[src/rtl/muldiv_pkg.sv]
// ---------------------------------------------------------------------------
// muldiv_pkg
// Shared definitions for the HI/LO multiply/divide sequencer:
//   - Op code encodings seen on the decode interface
//   - FSM state encoding and the latched operation class
//   - helper that sizes the iteration counter from WIDTH
// MADD/MSUB codes are always defined here; whether they are accepted is
// decided by the HILO_MADD_EN build macro in hilo_muldiv_ctrl.
// ---------------------------------------------------------------------------
package muldiv_pkg;

    localparam int DEFAULT_WIDTH = 32;

    typedef logic [2:0] op_t;

    localparam op_t OP_MULT  = 3'd0;
    localparam op_t OP_MULTU = 3'd1;
    localparam op_t OP_DIV   = 3'd2;
    localparam op_t OP_DIVU  = 3'd3;
    localparam op_t OP_MTHI  = 3'd4;
    localparam op_t OP_MTLO  = 3'd5;
    localparam op_t OP_MADD  = 3'd6;
    localparam op_t OP_MSUB  = 3'd7;

    typedef enum logic [1:0] {
        S_IDLE = 2'd0,
        S_RUN  = 2'd1,
        S_FIX  = 2'd2
    } state_e;

    // Class of the in-flight iterative op; selects the commit rule in FIX.
    typedef enum logic [1:0] {
        K_MUL  = 2'd0,
        K_DIV  = 2'd1,
        K_MADD = 2'd2,
        K_MSUB = 2'd3
    } kind_e;

    // Counter holds 0 .. width-1.
    function automatic int cnt_width(input int width);
        return (width > 1) ? $clog2(width) : 1;
    endfunction

endpackage

[src/rtl/muldiv_iter_core.sv]
// ---------------------------------------------------------------------------
// muldiv_iter_core
// Radix-2 datapath: one shift/add (multiply) or shift/subtract (restoring
// divide) step per cycle on unsigned magnitudes.
//   Multiply: hi accumulates, lo holds the multiplier and shifts right;
//             after WIDTH steps {hi,lo} is the 2*WIDTH-bit product.
//   Divide:   lo holds the dividend and shifts left collecting quotient
//             bits; hi is the partial remainder.
// Ports
//   clk_i, rst_i   clock, asynchronous active-high reset
//   load_i         load operands, clear hi (has priority over step_i)
//   step_i         perform one iteration
//   is_div_i       mode captured at load: 1 = divide, 0 = multiply
//   mcand_i        multiplicand (multiply) or divisor (divide)
//   seed_i         multiplier (multiply) or dividend (divide)
//   hi_o, lo_o     working registers; final product or remainder/quotient
// ---------------------------------------------------------------------------
module muldiv_iter_core
    import muldiv_pkg::*;
#(
    parameter int WIDTH = DEFAULT_WIDTH
) (
    input  logic             clk_i,
    input  logic             rst_i,
    input  logic             load_i,
    input  logic             step_i,
    input  logic             is_div_i,
    input  logic [WIDTH-1:0] mcand_i,
    input  logic [WIDTH-1:0] seed_i,
    output logic [WIDTH-1:0] hi_o,
    output logic [WIDTH-1:0] lo_o
);

    logic [WIDTH-1:0] m_q,  m_d;
    logic [WIDTH-1:0] hi_q, hi_d;
    logic [WIDTH-1:0] lo_q, lo_d;
    logic             div_q, div_d;

    logic [WIDTH:0]   sum;
    logic [WIDTH:0]   shifted;
    logic [WIDTH-1:0] diff;
    logic             ge;

    always_comb begin
        // NOTE: every variable gets a default before any branch so no path
        // leaves it unassigned; that is what keeps this block latch-free.
        m_d     = m_q;
        hi_d    = hi_q;
        lo_d    = lo_q;
        div_d   = div_q;

        sum     = {1'b0, hi_q} + (lo_q[0] ? {1'b0, m_q} : {(WIDTH+1){1'b0}});
        shifted = {hi_q, lo_q[WIDTH-1]};
        ge      = (shifted >= {1'b0, m_q});
        // Only used when ge, where the true difference fits in WIDTH bits.
        diff    = shifted[WIDTH-1:0] - m_q;

        if (load_i) begin
            m_d   = mcand_i;
            hi_d  = '0;
            lo_d  = seed_i;
            div_d = is_div_i;
        end else if (step_i) begin
            if (div_q) begin
                hi_d = ge ? diff : shifted[WIDTH-1:0];
                lo_d = {lo_q[WIDTH-2:0], ge};
            end else begin
                hi_d = sum[WIDTH:1];
                lo_d = {sum[0], lo_q[WIDTH-1:1]};
            end
        end
    end

    always_ff @(posedge clk_i or posedge rst_i) begin
        // NOTE: sequential state uses non-blocking assignments so every
        // register samples pre-edge values regardless of statement order.
        if (rst_i) begin
            m_q   <= '0;
            hi_q  <= '0;
            lo_q  <= '0;
            div_q <= 1'b0;
        end else begin
            m_q   <= m_d;
            hi_q  <= hi_d;
            lo_q  <= lo_d;
            div_q <= div_d;
        end
    end

    assign hi_o = hi_q;
    assign lo_o = lo_q;

endmodule

[src/rtl/hilo_muldiv_ctrl.sv]
// ---------------------------------------------------------------------------
// hilo_muldiv_ctrl
// Sequencer for the HI/LO multiply/divide unit. MTHI/MTLO write in one cycle;
// MULT/MULTU/DIV/DIVU run WIDTH radix-2 iterations in muldiv_iter_core, then
// a FIX cycle applies sign correction and commits HI/LO. Done pulses the
// cycle after the commit. Stall holds decode while the unit is busy and a new
// op or an MFHI/MFLO read is presented.
// Build option: define HILO_MADD_EN to accept MADD/MSUB (signed
// {Hi,Lo} +/- OpA*OpB, same latency); otherwise those codes are ignored.
// Ports
//   Clk        clock, rising edge
//   Reset      asynchronous active-high reset; drops any in-flight op
//   Start      op request, qualified by Op; only accepted in IDLE
//   Op         op code (muldiv_pkg OP_*)
//   OpA, OpB   rs / rt operands
//   HiLoRead   MFHI/MFLO in decode this cycle
//   Stall      Busy & (Start | HiLoRead)
//   Busy       high in RUN and FIX
//   Done       one-cycle pulse after an iterative op commits HI/LO
//   Hi, Lo     architectural HI/LO registers
// ---------------------------------------------------------------------------
module hilo_muldiv_ctrl
    import muldiv_pkg::*;
#(
    parameter int WIDTH = DEFAULT_WIDTH
) (
    input  logic             Clk,
    input  logic             Reset,
    input  logic             Start,
    input  logic [2:0]       Op,
    input  logic [WIDTH-1:0] OpA,
    input  logic [WIDTH-1:0] OpB,
    input  logic             HiLoRead,
    output logic             Stall,
    output logic             Busy,
    output logic             Done,
    output logic [WIDTH-1:0] Hi,
    output logic [WIDTH-1:0] Lo
);

    localparam int               CNT_W     = cnt_width(WIDTH);
    localparam logic [CNT_W-1:0] LAST_ITER = CNT_W'(WIDTH - 1);

    state_e             state_q, state_d;
    logic [CNT_W-1:0]   cnt_q, cnt_d;
    kind_e              kind_q, kind_d;
    logic               neg_q, neg_d;          // negate product / quotient
    logic               rem_neg_q, rem_neg_d;  // negate remainder
    logic [WIDTH-1:0]   hi_q, hi_d;
    logic [WIDTH-1:0]   lo_q, lo_d;
    logic               done_q, done_d;

    // Decode of the presented op
    logic               is_div, is_signed, is_iter, div_zero;
    logic               a_neg, b_neg;
    logic [WIDTH-1:0]   abs_a, abs_b, mcand, seed;
    kind_e              kind_dec;
    logic               accept;

    logic [WIDTH-1:0]   core_hi, core_lo;
    logic [2*WIDTH-1:0] prod_s;

    always_comb begin
        is_div    = (Op == OP_DIV) || (Op == OP_DIVU);
        is_signed = (Op == OP_MULT) || (Op == OP_DIV);
        is_iter   = (Op == OP_MULT) || (Op == OP_MULTU) || is_div;
        kind_dec  = is_div ? K_DIV : K_MUL;
`ifdef HILO_MADD_EN
        if (Op == OP_MADD) begin
            is_signed = 1'b1;
            is_iter   = 1'b1;
            kind_dec  = K_MADD;
        end
        if (Op == OP_MSUB) begin
            is_signed = 1'b1;
            is_iter   = 1'b1;
            kind_dec  = K_MSUB;
        end
`endif
        // Divide by zero runs on the raw dividend with no sign fix-up: the
        // restoring loop then yields quotient all-ones and remainder = OpA.
        div_zero = is_div && (OpB == '0);
        a_neg    = is_signed && OpA[WIDTH-1] && !div_zero;
        b_neg    = is_signed && OpB[WIDTH-1];
        abs_a    = a_neg ? -OpA : OpA;
        abs_b    = b_neg ? -OpB : OpB;
        mcand    = is_div ? abs_b : abs_a;
        seed     = is_div ? abs_a : abs_b;
    end

    assign accept = (state_q == S_IDLE) && Start && is_iter;

    muldiv_iter_core #(
        .WIDTH (WIDTH)
    ) u_core (
        .clk_i    (Clk),
        .rst_i    (Reset),
        .load_i   (accept),
        .step_i   (state_q == S_RUN),
        .is_div_i (is_div),
        .mcand_i  (mcand),
        .seed_i   (seed),
        .hi_o     (core_hi),
        .lo_o     (core_lo)
    );

    // FSM: state register
    always_ff @(posedge Clk or posedge Reset) begin
        if (Reset) state_q <= S_IDLE;
        else       state_q <= state_d;
    end

    // FSM: next state
    always_comb begin
        state_d = state_q;
        case (state_q)
            S_IDLE:  if (accept) state_d = S_RUN;
            S_RUN:   if (cnt_q == LAST_ITER) state_d = S_FIX;
            S_FIX:   state_d = S_IDLE;
            default: state_d = S_IDLE;
        endcase
    end

    // FSM: outputs
    always_comb begin
        Busy  = (state_q == S_RUN) || (state_q == S_FIX);
        Stall = Busy && (Start || HiLoRead);
    end

    // Counter, latched sign flags and HI/LO commit
    always_comb begin
        cnt_d     = (state_q == S_RUN) ? cnt_q + 1'b1 : '0;
        kind_d    = kind_q;
        neg_d     = neg_q;
        rem_neg_d = rem_neg_q;
        hi_d      = hi_q;
        lo_d      = lo_q;
        done_d    = (state_q == S_FIX);
        prod_s    = neg_q ? -{core_hi, core_lo} : {core_hi, core_lo};

        if (accept) begin
            kind_d    = kind_dec;
            neg_d     = a_neg ^ b_neg;
            rem_neg_d = a_neg;          // remainder follows dividend sign
        end

        if ((state_q == S_IDLE) && Start && (Op == OP_MTHI)) hi_d = OpA;
        if ((state_q == S_IDLE) && Start && (Op == OP_MTLO)) lo_d = OpA;

        if (state_q == S_FIX) begin
            case (kind_q)
                K_DIV: begin
                    hi_d = rem_neg_q ? -core_hi : core_hi;
                    lo_d = neg_q ? -core_lo : core_lo;
                end
`ifdef HILO_MADD_EN
                K_MADD:  {hi_d, lo_d} = {hi_q, lo_q} + prod_s;
                K_MSUB:  {hi_d, lo_d} = {hi_q, lo_q} - prod_s;
`endif
                default: {hi_d, lo_d} = prod_s;
            endcase
        end
    end

    always_ff @(posedge Clk or posedge Reset) begin
        if (Reset) begin
            cnt_q     <= '0;
            kind_q    <= K_MUL;
            neg_q     <= 1'b0;
            rem_neg_q <= 1'b0;
            hi_q      <= '0;
            lo_q      <= '0;
            done_q    <= 1'b0;
        end else begin
            cnt_q     <= cnt_d;
            kind_q    <= kind_d;
            neg_q     <= neg_d;
            rem_neg_q <= rem_neg_d;
            hi_q      <= hi_d;
            lo_q      <= lo_d;
            done_q    <= done_d;
        end
    end

    assign Hi   = hi_q;
    assign Lo   = lo_q;
    assign Done = done_q;

endmodule

[config.mk]
export PLATFORM = sky130hd
export DESIGN_NAME = hilo_muldiv_ctrl
export DESIGN_NICKNAME = d
export VERILOG_FILES = /design/src/rtl/muldiv_pkg.sv /design/src/rtl/muldiv_iter_core.sv /design/src/rtl/hilo_muldiv_ctrl.sv
export SDC_FILE = /design/constraint.sdc
export NUM_CORES = 1
export LEC_CHECK = 0
export BUFFER_PORTS_ARGS = -buffer_cell sky130_fd_sc_hd__buf_2
export CAP_MARGIN = 10
export CORE_MARGIN = 3
export CORE_UTILIZATION = 60
export DETAILED_ROUTE_END_ITERATION = 10
export GPL_ROUTABILITY_DRIVEN = 1
export HOLD_SLACK_MARGIN = 0.03
export PLACE_DENSITY = 0.8
export SLEW_MARGIN = 20
export SYNTH_ARGS = -nofsm -noshare
export SYNTH_HDL_FRONTEND = slang
export SYNTH_SLANG_ARGS = --single-unit
[constraint.sdc]
create_clock -name Clk -period 7 [get_ports Clk]
set_clock_uncertainty 0.1 [all_clocks]
set_input_delay 0.35 -clock Clk [delete_from_list [all_inputs] [get_ports Clk]]
set_output_delay 0.35 -clock Clk [all_outputs]
set_load 0.05 [all_outputs]
==> results.toml <==
[yosys]
yosysMostFrequentCell = "o21ai_0"
synthCells = 1907
ys_async_sr_fraction = 1.00
synth_top_cell_area_share = 0.284
synth_xor_area_frac = 0.0999
synth_seq_cells = 171
synth_simple_gate_area_frac = 0.177
synth_common_cells = "o21ai_0 (216), nand2_1 (215), dfrtp_1 (171)"
synthMuxAreaShare = 0.0696
yosys.area_share.adder = 0.0632
synth_top_area_cell = "dfrtp_1"
synth_top_family_by_area = "compound AO/OA/AOI/OAI gates"
yosysWarnings = 0
ys_types = 80
synth_flop_cell = "dfrtp_1"
syn_nets = 2053
syn_area_per_cell_um2 = 7.91
synth_compound_gate_area_share = 0.258
synth.yosys.seq_area_share = 0.284
synth_area_leaders = "dfrtp_1 (28%), o21ai_0 (7.2%), mux2i_1 (6.4%), ha_1 (6.1%), xnor2_1 (5.9%)"
syn-cell-area_mm2 = 0.0151
synth_edf_count = 0

[pwr]
total_power_mw = 8.28
p_per_area_mw_per_mm2 = 505
peakVddDrop_mv = 0.379
p_leak_nw = 7.12

[min_path]
hp-class = "input pin to flip-flop"

[drt]
via_count = 15500
drt_wl_total_um = 53800
ant_nets = 0
dr.pass1.iters = 6
drt_iter0_drc = 2298
drc = 0
avgViaCountPerCell = 6.77
post_drt_wl_per_cell_um = 23.5

[timing]
clock.fmax_mhz = 221
drv_slew = 0
fin_setup_tns_ns = 0
rsz0062_at_grt = "false"
hold_viol = 0
slew_headroom = 0.264
setup_viol_count_final = 0
fin_crit_ns = 4.52
period_share = 0.645
tightest_slew_ns = 1.10

[clocking]
clock_latency_ns = 0.45
ctsResizeCount = 0
numCtsBuffers = 17
clkTransAtPathRegs_ns = 0.08
cts_hold_buf = 1
clock-sinks = 171
h-tree-depth = 4
cts_tree = "yes"
clock-root-buffer = "clkbuf_16"
cts_setup_buffers = 0
clockBufferDepth = 2

[grt]
grt_pass1_vias = 13800
antenna_found_initial = 0
grt_overflow = 0
grt_pass1_wl_um = 81000
grtUsageTotal = 0.390
grt_max_degree = 130

[die]
core_area_mm2 = 0.0245
num_rows = 57
die_x_um = 165
die_area_mm2 = 0.0271
initial_core_util = 0.614
boundaryPins = 138
die_y_um = 165

[job]
drv_cap = 0

[final_layout]
area_delta_synth_final_pct = 8.84
layout-drive-gt1-share = 0.117
final_core_util = 0.669
fillCellCount = 2131
multi_input_comb_area_mm2 = 0.0101
ff_latch_area_mm2 = 0.00428
nets = 2095

[critical_path]
crit_type = "flip-flop to flip-flop"
cp-start-kind = "flip-flop"
slowest_delay_ns = 0.90
cp.required_ns = 7.24
critPathMaxFanout = 31
arrival_ns = 4.76
cp_slowest_cell = "clkinv_1"
cp-end-kind = "flip-flop"
path_cells = "clkinv_1 > nor2_1 > ha_1 > nand3_1 > nor3_1 > o31ai_1 > a31o_2 > and3_1 > o21ai_0 > a31oi_1 > xnor2_1 > a211o_1"

[placement]
place.gp.congestion = 0.979
port_buffers = 137
dp_hpwl_um = 40300

[run_status]
outcome = "finished clean"
[metal layers]
layer	vias to the layer above	routed length (µm)	track usage
met5	-	0	0
met4	0	2240	0.149
met3	154	6330	0.0933
met2	962	22900	0.565
met1	7365	22400	0.562
li1	6997	-	-
[final timing paths]
path | from | to | slack [ns] | depth (start not counted)
hold / removal | OpA[19] | Hi[19] | 0.14 | 3
setup reg to reg | u_core.lo_o[0] | u_core.hi_o[29] | 2.48 | 12
max in group asynchronous | Reset | u_core.div_q | 5.04 | 4
setup / recovery | u_core.lo_o[0] | u_core.hi_o[29] | 2.48 | 12
hold reg to reg | cnt_q[0] | cnt_q[0] | 0.38 | 1
min in group asynchronous | Reset | u_core.hi_o[31] | 0.52 | 3
[sequential cells by signal, indices dropped and copies added, names as in the netlist]
register and count:
Done 1, Hi 32, Lo 32, cnt_q 5, neg_q 1, rem_neg_q 1
state_q 2, u_core.div_q 1, u_core.hi_o 32, u_core.lo_o 32, u_core.m_q 32
[critical path: cells and delay by family (launching register included)]
kind                       cells  cell delay (ns)
adders and majority gates      1             0.30
and+or+nand+nor                4             0.89
buffers and inverters          1             0.90
xor gates and xnor gates       1             0.19
DFF                            1             0.52
AOI/OAI and AO/OA              5             1.49
[per-stage QoR]
step                instances  cell area [µm²]  hold slack, ns  worst slack, ns
floorplan                1907            15100           0.333             1.92
detailed placement       2253            15800           0.372             2.70
CTS                      2286            16400           0.143             2.67
global route             2286            16400           0.186             2.15
finish                   2287            16400           0.142             2.48
global placement         2253            15800           0.359             2.83
[cell usage in the layout, fill, tap and decap left out, drive strengths merged, types with 19 or more instances in the layout]
master  netlist  layout
nor3         27      27
o221ai       19      19
a21oi       151     151
o31ai        24      24
nand2       215     215
nor2        160     160
o21ai       220     220
a21o         32      32
ha           73      73
mux2i        97      97
dfrtp       171     171
buf          26     151
inv          59      66
xor2         71      71
a211oi       21      21
xnor2       101     101
o211ai       43      43
nand3        30      30
a31oi        21      21
[layout make-up]
| type | count | area share |
|---|---|---|
| inverter | 60 | 0.0140 |
| multi-input combinational | 1547 | 0.615 |
| clock inverter | 14 | 0.00907 |
| tap | 324 | 0.0247 |
| timing repair buffer | 152 | 0.0490 |
| antenna | 1 | 0.000153 |
| clock buffer | 18 | 0.0268 |
| sequential | 171 | 0.261 |
[logic make-up (layout without fill, tap and decap cells)]
logic type,count (synthesis),count (layout)
AO/OA/AOI/OAI,624,624
AND/OR/NAND/NOR,572,572
buffers and inverters,189,244
XOR/XNOR,172,172
flip-flops,171,171
multiplexers,104,104
adder cells (fa/ha/maj),75,75
other,0,1
[where the power goes]
group	switching, mW	leakage [nW]	internal (mW)
sequential	0.532	2.13	1.36
combinational	3.47	4.69	1.95
clock	0.494	0.287	0.488
total	4.49	7.12	3.79
(Power assumes the default switching activity.)
